$ cat config.mk
export PLATFORM = sky130hd
export DESIGN_NAME = phi_clk_en_gen
export DESIGN_NICKNAME = d
export VERILOG_FILES = /design/src/rtl/gm64_timing_pkg.sv /design/src/rtl/raster_counter.sv /design/src/rtl/phi_clk_en_gen.sv
export SDC_FILE = /design/constraint.sdc
export NUM_CORES = 1
export LEC_CHECK = 0
export ABC_AREA = 1
export ABC_CLOCK_PERIOD_IN_PS = 4500
export CAP_MARGIN = 10
export CELL_PAD_IN_SITES_DETAIL_PLACEMENT = 1
export CELL_PAD_IN_SITES_GLOBAL_PLACEMENT = 1
export CORE_MARGIN = 2
export CORE_UTILIZATION = 43
export CTS_CLUSTER_SIZE = 28
export DETAILED_ROUTE_END_ITERATION = 8
export PLACE_DENSITY_LB_ADDON = 0.1
export SLEW_MARGIN = 20
export SYNTH_ARGS = -nofsm -noshare
export SYNTH_HDL_FRONTEND = slang
export SYNTH_HIERARCHICAL = 1
export SYNTH_SLANG_ARGS = --single-unit
export TNS_END_PERCENT = 50
$ cat constraint.sdc
create_clock -name clk -period 4.5 [get_ports clk]
set_clock_uncertainty 0.2 [all_clocks]
set_input_delay 0.9 -clock clk [delete_from_list [all_inputs] [get_ports clk]]
set_output_delay 0.9 -clock clk [all_outputs]
set_load 0.03 [all_outputs]
$ cat src/rtl/gm64_timing_pkg.sv
// gm64_timing_pkg
//   Shared timing constants and types for the C64 system timing stage.
//   PAL raster geometry, raster counter widths and the 6510 reset-hold
//   state encoding used by phi_clk_en_gen and raster_counter.
package gm64_timing_pkg;

  localparam int PAL_CYCLES_PER_LINE = 63;
  localparam int PAL_LINES_PER_FRAME = 312;
  localparam int RASTER_X_W          = 7;
  localparam int RASTER_Y_W          = 9;

  typedef enum logic {
    HOLD = 1'b0,
    RUN  = 1'b1
  } cpu_rst_state_e;

endpackage

$ cat src/rtl/raster_counter.sv
// raster_counter
//   PAL raster position counter. Advances one PHI cycle per adv_i strobe,
//   wrapping x into the next line and y into the next frame. frame_ce_o is
//   high for the single clk following the wrap back to (0,0).
// Ports
//   clk         in   system clock
//   rst_n       in   async active-low reset
//   adv_i       in   advance strobe (one per PHI cycle)
//   raster_x_o  out  PHI cycle within line
//   raster_y_o  out  line within frame
//   frame_ce_o  out  1-clk strobe after the frame wrap
module raster_counter
  import gm64_timing_pkg::*;
#(
  parameter int CYCLES_PER_LINE = PAL_CYCLES_PER_LINE,
  parameter int LINES_PER_FRAME = PAL_LINES_PER_FRAME
) (
  input  logic                  clk,
  input  logic                  rst_n,
  input  logic                  adv_i,
  output logic [RASTER_X_W-1:0] raster_x_o,
  output logic [RASTER_Y_W-1:0] raster_y_o,
  output logic                  frame_ce_o
);

  localparam logic [RASTER_X_W-1:0] X_LAST = RASTER_X_W'(CYCLES_PER_LINE - 1);
  localparam logic [RASTER_Y_W-1:0] Y_LAST = RASTER_Y_W'(LINES_PER_FRAME - 1);

  logic [RASTER_X_W-1:0] x_q, x_d;
  logic [RASTER_Y_W-1:0] y_q, y_d;
  logic                  frame_q, frame_d;

  always_comb begin
    x_d     = x_q;
    y_d     = y_q;
    frame_d = 1'b0;
    if (adv_i) begin
      if (x_q == X_LAST) begin
        x_d = '0;
        if (y_q == Y_LAST) begin
          y_d     = '0;
          frame_d = 1'b1;
        end else begin
          y_d = y_q + RASTER_Y_W'(1);
        end
      end else begin
        x_d = x_q + RASTER_X_W'(1);
      end
    end
  end

  always_ff @(posedge clk or negedge rst_n) begin
    if (!rst_n) begin
      x_q     <= '0;
      y_q     <= '0;
      frame_q <= 1'b0;
    end else begin
      x_q     <= x_d;
      y_q     <= y_d;
      frame_q <= frame_d;
    end
  end

  assign raster_x_o = x_q;
  assign raster_y_o = y_q;
  assign frame_ce_o = frame_q;

endmodule

$ cat src/rtl/phi_clk_en_gen.sv
// phi_clk_en_gen
//   C64 system timing stage. Divides clk into PHI1/PHI2 phase strobes,
//   the 6510 clock enable and a PAL raster position, and holds the 6510 in
//   reset for RESET_HOLD PHI cycles after system reset or a soft-reset request.
//   Optional single-step support is compiled in with `define GM64_PHI_STEP_EN.
// Ports
//   clk            in   system clock
//   reset          in   async active-low system reset
//   cpu_reset_req  in   sync soft-reset request, active-high
//   step_mode      in   (GM64_PHI_STEP_EN) halt divider at PHI cycle start
//   step           in   (GM64_PHI_STEP_EN) release one PHI cycle
//   phi2           out  PHI2 level
//   phi1_ce        out  strobe at start of PHI1
//   phi2_ce        out  strobe at start of PHI2
//   cpu_ce         out  strobe on last clk of PHI2
//   cpu_reset_n    out  6510 reset, active-low
//   raster_x       out  PHI cycle within line
//   raster_y       out  line within frame
//   frame_ce       out  strobe after raster wraps to (0,0)
module phi_clk_en_gen
  import gm64_timing_pkg::*;
#(
  parameter int CLK_DIV         = 32,
  parameter int RESET_HOLD      = 8,
  parameter int CYCLES_PER_LINE = PAL_CYCLES_PER_LINE,
  parameter int LINES_PER_FRAME = PAL_LINES_PER_FRAME
) (
  input  logic                  clk,
  input  logic                  reset,
  input  logic                  cpu_reset_req,
`ifdef GM64_PHI_STEP_EN
  input  logic                  step_mode,
  input  logic                  step,
`endif
  output logic                  phi2,
  output logic                  phi1_ce,
  output logic                  phi2_ce,
  output logic                  cpu_ce,
  output logic                  cpu_reset_n,
  output logic [RASTER_X_W-1:0] raster_x,
  output logic [RASTER_Y_W-1:0] raster_y,
  output logic                  frame_ce
);

  localparam int DIV_W  = $clog2(CLK_DIV);
  localparam int HOLD_W = $clog2(RESET_HOLD + 1);

  localparam logic [DIV_W-1:0]  DIV_LAST  = DIV_W'(CLK_DIV - 1);
  localparam logic [DIV_W-1:0]  DIV_HALF  = DIV_W'(CLK_DIV / 2);
  localparam logic [HOLD_W-1:0] HOLD_LAST = HOLD_W'(RESET_HOLD - 1);

  logic                 run_q;
  logic [DIV_W-1:0]     div_cnt_q, div_cnt_d;
  logic                 halt;
  logic                 adv;
  cpu_rst_state_e       state_q, state_d;
  logic [HOLD_W-1:0]    hold_cnt_q, hold_cnt_d;

  // run goes high on the first edge after reset release so the first
  // phi1_ce appears one clk after release, never during reset.
  always_ff @(posedge clk or negedge reset) begin
    if (!reset) run_q <= 1'b0;
    else        run_q <= 1'b1;
  end

`ifdef GM64_PHI_STEP_EN
  logic stepping_q, stepping_d;

  // In step mode the divider parks at 0; a step only counts while parked,
  // so a step during an in-flight cycle is ignored. The cycle ends on cpu_ce.
  assign halt = step_mode & ~stepping_q & (div_cnt_q == '0);

  always_comb begin
    stepping_d = stepping_q;
    if (run_q && halt && step) stepping_d = 1'b1;
    else if (cpu_ce)           stepping_d = 1'b0;
  end

  always_ff @(posedge clk or negedge reset) begin
    if (!reset) stepping_q <= 1'b0;
    else        stepping_q <= stepping_d;
  end
`else
  assign halt = 1'b0;
`endif

  assign adv = run_q & ~halt;

  always_comb begin
    div_cnt_d = div_cnt_q;
    if (adv) begin
      if (div_cnt_q == DIV_LAST) div_cnt_d = '0;
      else                       div_cnt_d = div_cnt_q + DIV_W'(1);
    end
  end

  always_ff @(posedge clk or negedge reset) begin
    if (!reset) div_cnt_q <= '0;
    else        div_cnt_q <= div_cnt_d;
  end

  // Only the div_cnt==0 slot can be parked, so only phi1_ce needs the halt gate.
  assign phi1_ce = adv & (div_cnt_q == '0);
  assign phi2_ce = run_q & (div_cnt_q == DIV_HALF);
  assign cpu_ce  = run_q & (div_cnt_q == DIV_LAST);
  assign phi2    = run_q & (div_cnt_q >= DIV_HALF);

  // A request always restarts the hold, even on the cpu_ce that would
  // otherwise have completed it.
  always_comb begin
    state_d    = state_q;
    hold_cnt_d = hold_cnt_q;
    case (state_q)
      HOLD: begin
        if (cpu_reset_req) begin
          hold_cnt_d = '0;
        end else if (cpu_ce) begin
          if (hold_cnt_q == HOLD_LAST) begin
            state_d    = RUN;
            hold_cnt_d = '0;
          end else begin
            hold_cnt_d = hold_cnt_q + HOLD_W'(1);
          end
        end
      end
      RUN: begin
        if (cpu_reset_req) begin
          state_d    = HOLD;
          hold_cnt_d = '0;
        end
      end
    endcase
  end

  always_ff @(posedge clk or negedge reset) begin
    if (!reset) begin
      state_q    <= HOLD;
      hold_cnt_q <= '0;
    end else begin
      state_q    <= state_d;
      hold_cnt_q <= hold_cnt_d;
    end
  end

  assign cpu_reset_n = (state_q == RUN);

  raster_counter #(
    .CYCLES_PER_LINE (CYCLES_PER_LINE),
    .LINES_PER_FRAME (LINES_PER_FRAME)
  ) u_raster (
    .clk        (clk),
    .rst_n      (reset),
    .adv_i      (cpu_ce),
    .raster_x_o (raster_x),
    .raster_y_o (raster_y),
    .frame_ce_o (frame_ce)
  );

endmodule

After elaboration in Yosys (flattened, before gate mapping):

Cells that the tools add are included.

* flip-flop bits (word level): 28
* bits of input ports: 3
* output and inout port bits: 22
* logic and storage cells: 43

* $add $sub $neg: 4
* magnitude comparators: 1
* equality and inequality tests: 7
* mux-type cells: 16
* bitwise operators: 5
* reductions and logical operators: 3

Operators with widths (number)
* $mux W4: 4
* $eq A5 B5 Y1 const B: 2
* $add A9 B1 Y9 const B: 1
* $eq A9 B9 Y1 const B: 1
* $mux W9: 1
* $pmux W4 S2: 1
* $add A7 B1 Y7 const B: 1
* $eq A7 B6 Y1 const B: 1
* $mux W1: 7
* $mux W7: 1
* $add A5 B1 Y5 const B: 1
* $ge A5 B5 Y1 const B: 1
* $logic_not A5 Y1: 1
* $mux W5: 1
* $add A4 B1 Y4 const B: 1
* $and A1 B1 Y1: 4
* $eq A4 B3 Y1 const B: 1
* $reduce_and A2 Y1: 2
* $ne A3 B3 Y1 const B: 1
* $ne A2 B2 Y1 const B: 1
* $pmux W1 S2: 1
* $not A1 Y1: 1

Logic depth before layout (Yosys ltp):

* depth in word-level cells: 5
* mapped depth: 11
* gate-level depth less buffers: 11

Cells and area by module:

The synthesis kept the hierarchy.

Modules (own cells, without submodules)
* raster_counter: times used 1, cells an instance 117, area each 988.4 sq um, seq. area each 425.4 sq um
* phi_clk_en_gen: times used 1, cells an instance 77, area each 636.9 sq um, seq. area each 275.3 sq um

Worst setup path after synthesis:

OpenSTA, ideal clock, no wires.

* kind: reg2out
* start: reg div_cnt_q[0]
* end: out cpu_ce
* data arrival time: 1.159 ns
* path slack: 2.241 ns
* cell stages (with the launch flop): 7
* buffers on the path: 0
* cells stage by stage: dfrtp_1 -> ha_1 -> nand2_1 -> nor2_1 -> ha_1 -> nand2_2 -> clkinv_4

* word-level cells in the longest chain between the ends: 2

Ends and longest elaborated chain
* start: declaration: RTL line phi_clk_en_gen.sv:53 `logic [DIV_W-1:0] div_cnt_q, div_cnt_d;`
* start signal: assignment: RTL line phi_clk_en_gen.sv:99 `else div_cnt_q <= div_cnt_d;`
* $eq A5 B5 Y1: RTL line phi_clk_en_gen.sv:105 `assign cpu_ce = run_q & (div_cnt_q == DIV_LAST);`
* $and A1 B1 Y1: RTL line phi_clk_en_gen.sv:105
* end: declaration: RTL line phi_clk_en_gen.sv:38 `output logic cpu_ce,`

No other way between the ends.

Worst setup path after layout:

Ends and elaborated chain as after synthesis.

==> impl_metrics.json <==
{
  "antenna_left": 0,
  "crit_required_ns": 3.40,
  "io_pins": 25,
  "slew_viol_final": 0,
  "crit_type": "register to output pin",
  "nFillCells": 446,
  "port_buffers": 24,
  "end_kind": "output pin",
  "pre_cts_ws_ns": 1.51,
  "htree_levels": 1,
  "routed-via-count": 1362,
  "fin_crit_sh": 0.731,
  "die_h_um": 65.5,
  "final_common_cell": "nand2_1",
  "cts_sinks": 28,
  "vias_per_cell": 5.06,
  "areaGrowthSynthToFinish_pct": 21.9,
  "synth_area_leaders": "dfrtp_1, nand2_1, ha_1, inv_1, nor2_1",
  "core_area_um2": 3660,
  "post-cts-setup-buffers": 0,
  "dieArea_um2": 4290,
  "syn-num-nets": 204,
  "placedCellCount": 265,
  "gr-total-overflow": 0,
  "layout_common_cells": "nand2_1, dfrtp_1, clkdlybuf4s50_1",
  "num_rows": 22,
  "critPathSlowestCell": "clkdlybuf4s50_1",
  "firstDrtPassIters": 4,
  "cp-start-kind": "register",
  "netlist.area_leader.share": 0.431,
  "ir_worst_vdd_uv": 133,
  "wl_per_cell_um": 13.9,
  "cts_tree": "done",
  "grt_pass1_wl_um": 6570,
  "dpl.hpwl_um": 2790,
  "synthCells": 194,
  "ys_seq_area_frac": 0.431,
  "hold_class": "register to register",
  "cp_top_family": "buffers and inverters",
  "cts_buffer_depth": 2,
  "place_congestion": 0.788,
  "maxCapViolCount": 0,
  "drc": 0,
  "drive_gt1_frac": 0.154,
  "grt_pass1_vias": 1432,
  "synth.distinct_cells": 31,
  "routed_wirelength_um": 3740,
  "insertion_delay_ns": 0.28,
  "yosys.area.top_type": "dfrtp_1",
  "antenna_found_initial": 0,
  "cts_made_buffers": 3,
  "start_util": 0.444,
  "syn_area_per_cell_um2": 8.38,
  "antenna_cells": 0,
  "critPathBufInv": 2,
  "min_period_ns": 3.29,
  "hold_buffers": 0,
  "power_density_nw_per_um2": 315,
  "crit_chain": "ha_1 -> nand2_1 -> nor2_1 -> ha_1 -> nand2_2 -> clkinv_4 -> clkdlybuf4s50_1",
  "clk_pin_slew_worst_paths_ns": 0.10,
  "cp_common_cell": "ha_1",
  "fmax_mhz": 304,
  "syn-cell-area_um2": 1630,
  "critical_path.max_stage_delay_ns": 0.68,
  "first_iter_violations": 26,
  "fin_cells": 269,
  "ctsRootBufferMaster": "clkbuf_8",
  "static-leakage-power_nw": 0.918,
  "grt_start_max_net_pins": 29,
  "fin_worst_hold_slack_ns": 0.341,
  "crit_fanout": 12,
  "yosys_register_bits": 28,
  "die_w_um": 65.5,
  "finalSetupViolCount": 0,
  "cts-resized-gates": 0,
  "grt_use_total": 0.201,
  "finalWorstSetupSlack_ns": 1.21,
  "crit_arrival_ns": 2.19,
  "final_nets": 232,
  "ys_warn_count": 6,
  "finalSetupTns_ns": 0,
  "status": "completed",
  "hold_violations": 0,
  "rsz0062_at_grt": "no"
}
sequential cells by signal (all words and copies together), names as in the netlist:
register	count
div_cnt_q	5
u_raster/raster_y_o	9
adv	1
u_raster/raster_x_o	7
u_raster/frame_ce_o	1
hold_cnt_q	4
cpu_reset_n	1
metrics by stage:
stage                util  power [mW]  area (µm²)
global placement    0.522       0.421        1910
floorplan               -       0.383        1630
CTS                 0.541       0.636        1980
finish              0.541       0.624        1980
detailed placement  0.522       0.431        1910
global route        0.541       0.665        1980
final timing paths:
kind	from	to	cells after the start	slack, ns
min	u_raster/raster_x_o[5]	u_raster/raster_x_o[5]	2	0.34
max in group asynchronous	reset	u_raster/raster_x_o[1]	2	3.02
min reg2reg	u_raster/raster_x_o[5]	u_raster/raster_x_o[5]	2	0.34
max reg2reg	div_cnt_q[0]	u_raster/raster_y_o[6]	10	2.36
max	div_cnt_q[0]	cpu_ce	7	1.21
min in group asynchronous	reset	div_cnt_q[4]	2	0.80
final cells by class:
cell class / instances / area (µm²) / area share
clock buffers: 3 / 41.3 / 0.0208
clock inverters: 1 / 30.0 / 0.0152
inverters: 25 / 104 / 0.0524
multi-input cells: 139 / 798 / 0.403
flip-flops and latches: 28 / 701 / 0.354
well taps: 48 / 60.1 / 0.0303
repair buffers: 25 / 248 / 0.125
worst reg2reg max path, cell delays in order, from the launching register on:
cell and delay (ns):
dfrtp_1 0.45, ha_1 0.24, nand2_1 0.07, nor2_1 0.04, ha_1 0.20, nand2_2 0.12
clkinv_4 0.13, nand3_4 0.23, clkinv_4 0.16, nand3_1 0.11, o21ai_1 0.09
cells in the mapped netlist:
| library cell | n |
|---|---|
| o21bai_1 | 1 |
| inv_1 | 21 |
| nand4_4 | 1 |
| dfrtp_1 | 28 |
| nand3_2 | 2 |
| buf_6 | 2 |
| nand3b_1 | 1 |
| o22ai_1 | 1 |
| ha_1 | 7 |
| o21ai_2 | 2 |
| nor2_2 | 6 |
| a21oi_2 | 1 |
| nand3_1 | 9 |
| nor3_1 | 2 |
| nor3_2 | 1 |
| nand2_1 | 55 |
| nand4_1 | 7 |
| nor2_4 | 3 |
| inv_2 | 2 |
| o21ai_0 | 5 |
| nand2_2 | 6 |
| a31oi_1 | 1 |
| and3_1 | 1 |
| a21oi_4 | 1 |
| o21ai_1 | 3 |
| clkinv_4 | 2 |
| a21oi_1 | 4 |
| conb_1 | 1 |
| xnor2_1 | 2 |
| nand3_4 | 2 |
| nor2_1 | 14 |
where the power goes:
part,leakage [nW],switching [mW],total [mW],internal [mW]
sequential,0.378,0.0272,0.303,0.276
clock,0.0357,0.0815,0.201,0.119
combinational,0.504,0.0736,0.120,0.0462
total,0.918,0.182,0.624,0.442
logic make-up (layout without fill, tap and decap cells):
| kind of cell | after synthesis | after routing | synth area share |
|---|---|---|---|
| XOR/XNOR | 2 | 2 | 0.0108 |
| AND/OR/NAND/NOR | 110 | 110 | 0.349 |
| adder cells (fa/ha/maj) | 7 | 7 | 0.0539 |
| flip-flops | 28 | 28 | 0.431 |
| AO/OA/AOI/OAI | 19 | 19 | 0.0755 |
| other | 1 | 1 | 0.00231 |
| buffers and inverters | 27 | 54 | 0.0778 |
routing by layer:
metal,vias up,share of wire,track usage
met5,-,0,0
met4,0,0.019,0.0938
met3,4,0.019,0.0205
met2,18,0.51,0.355
met1,663,0.45,0.247
li1,677,-,-
Power figures use the tool's default switching activity.
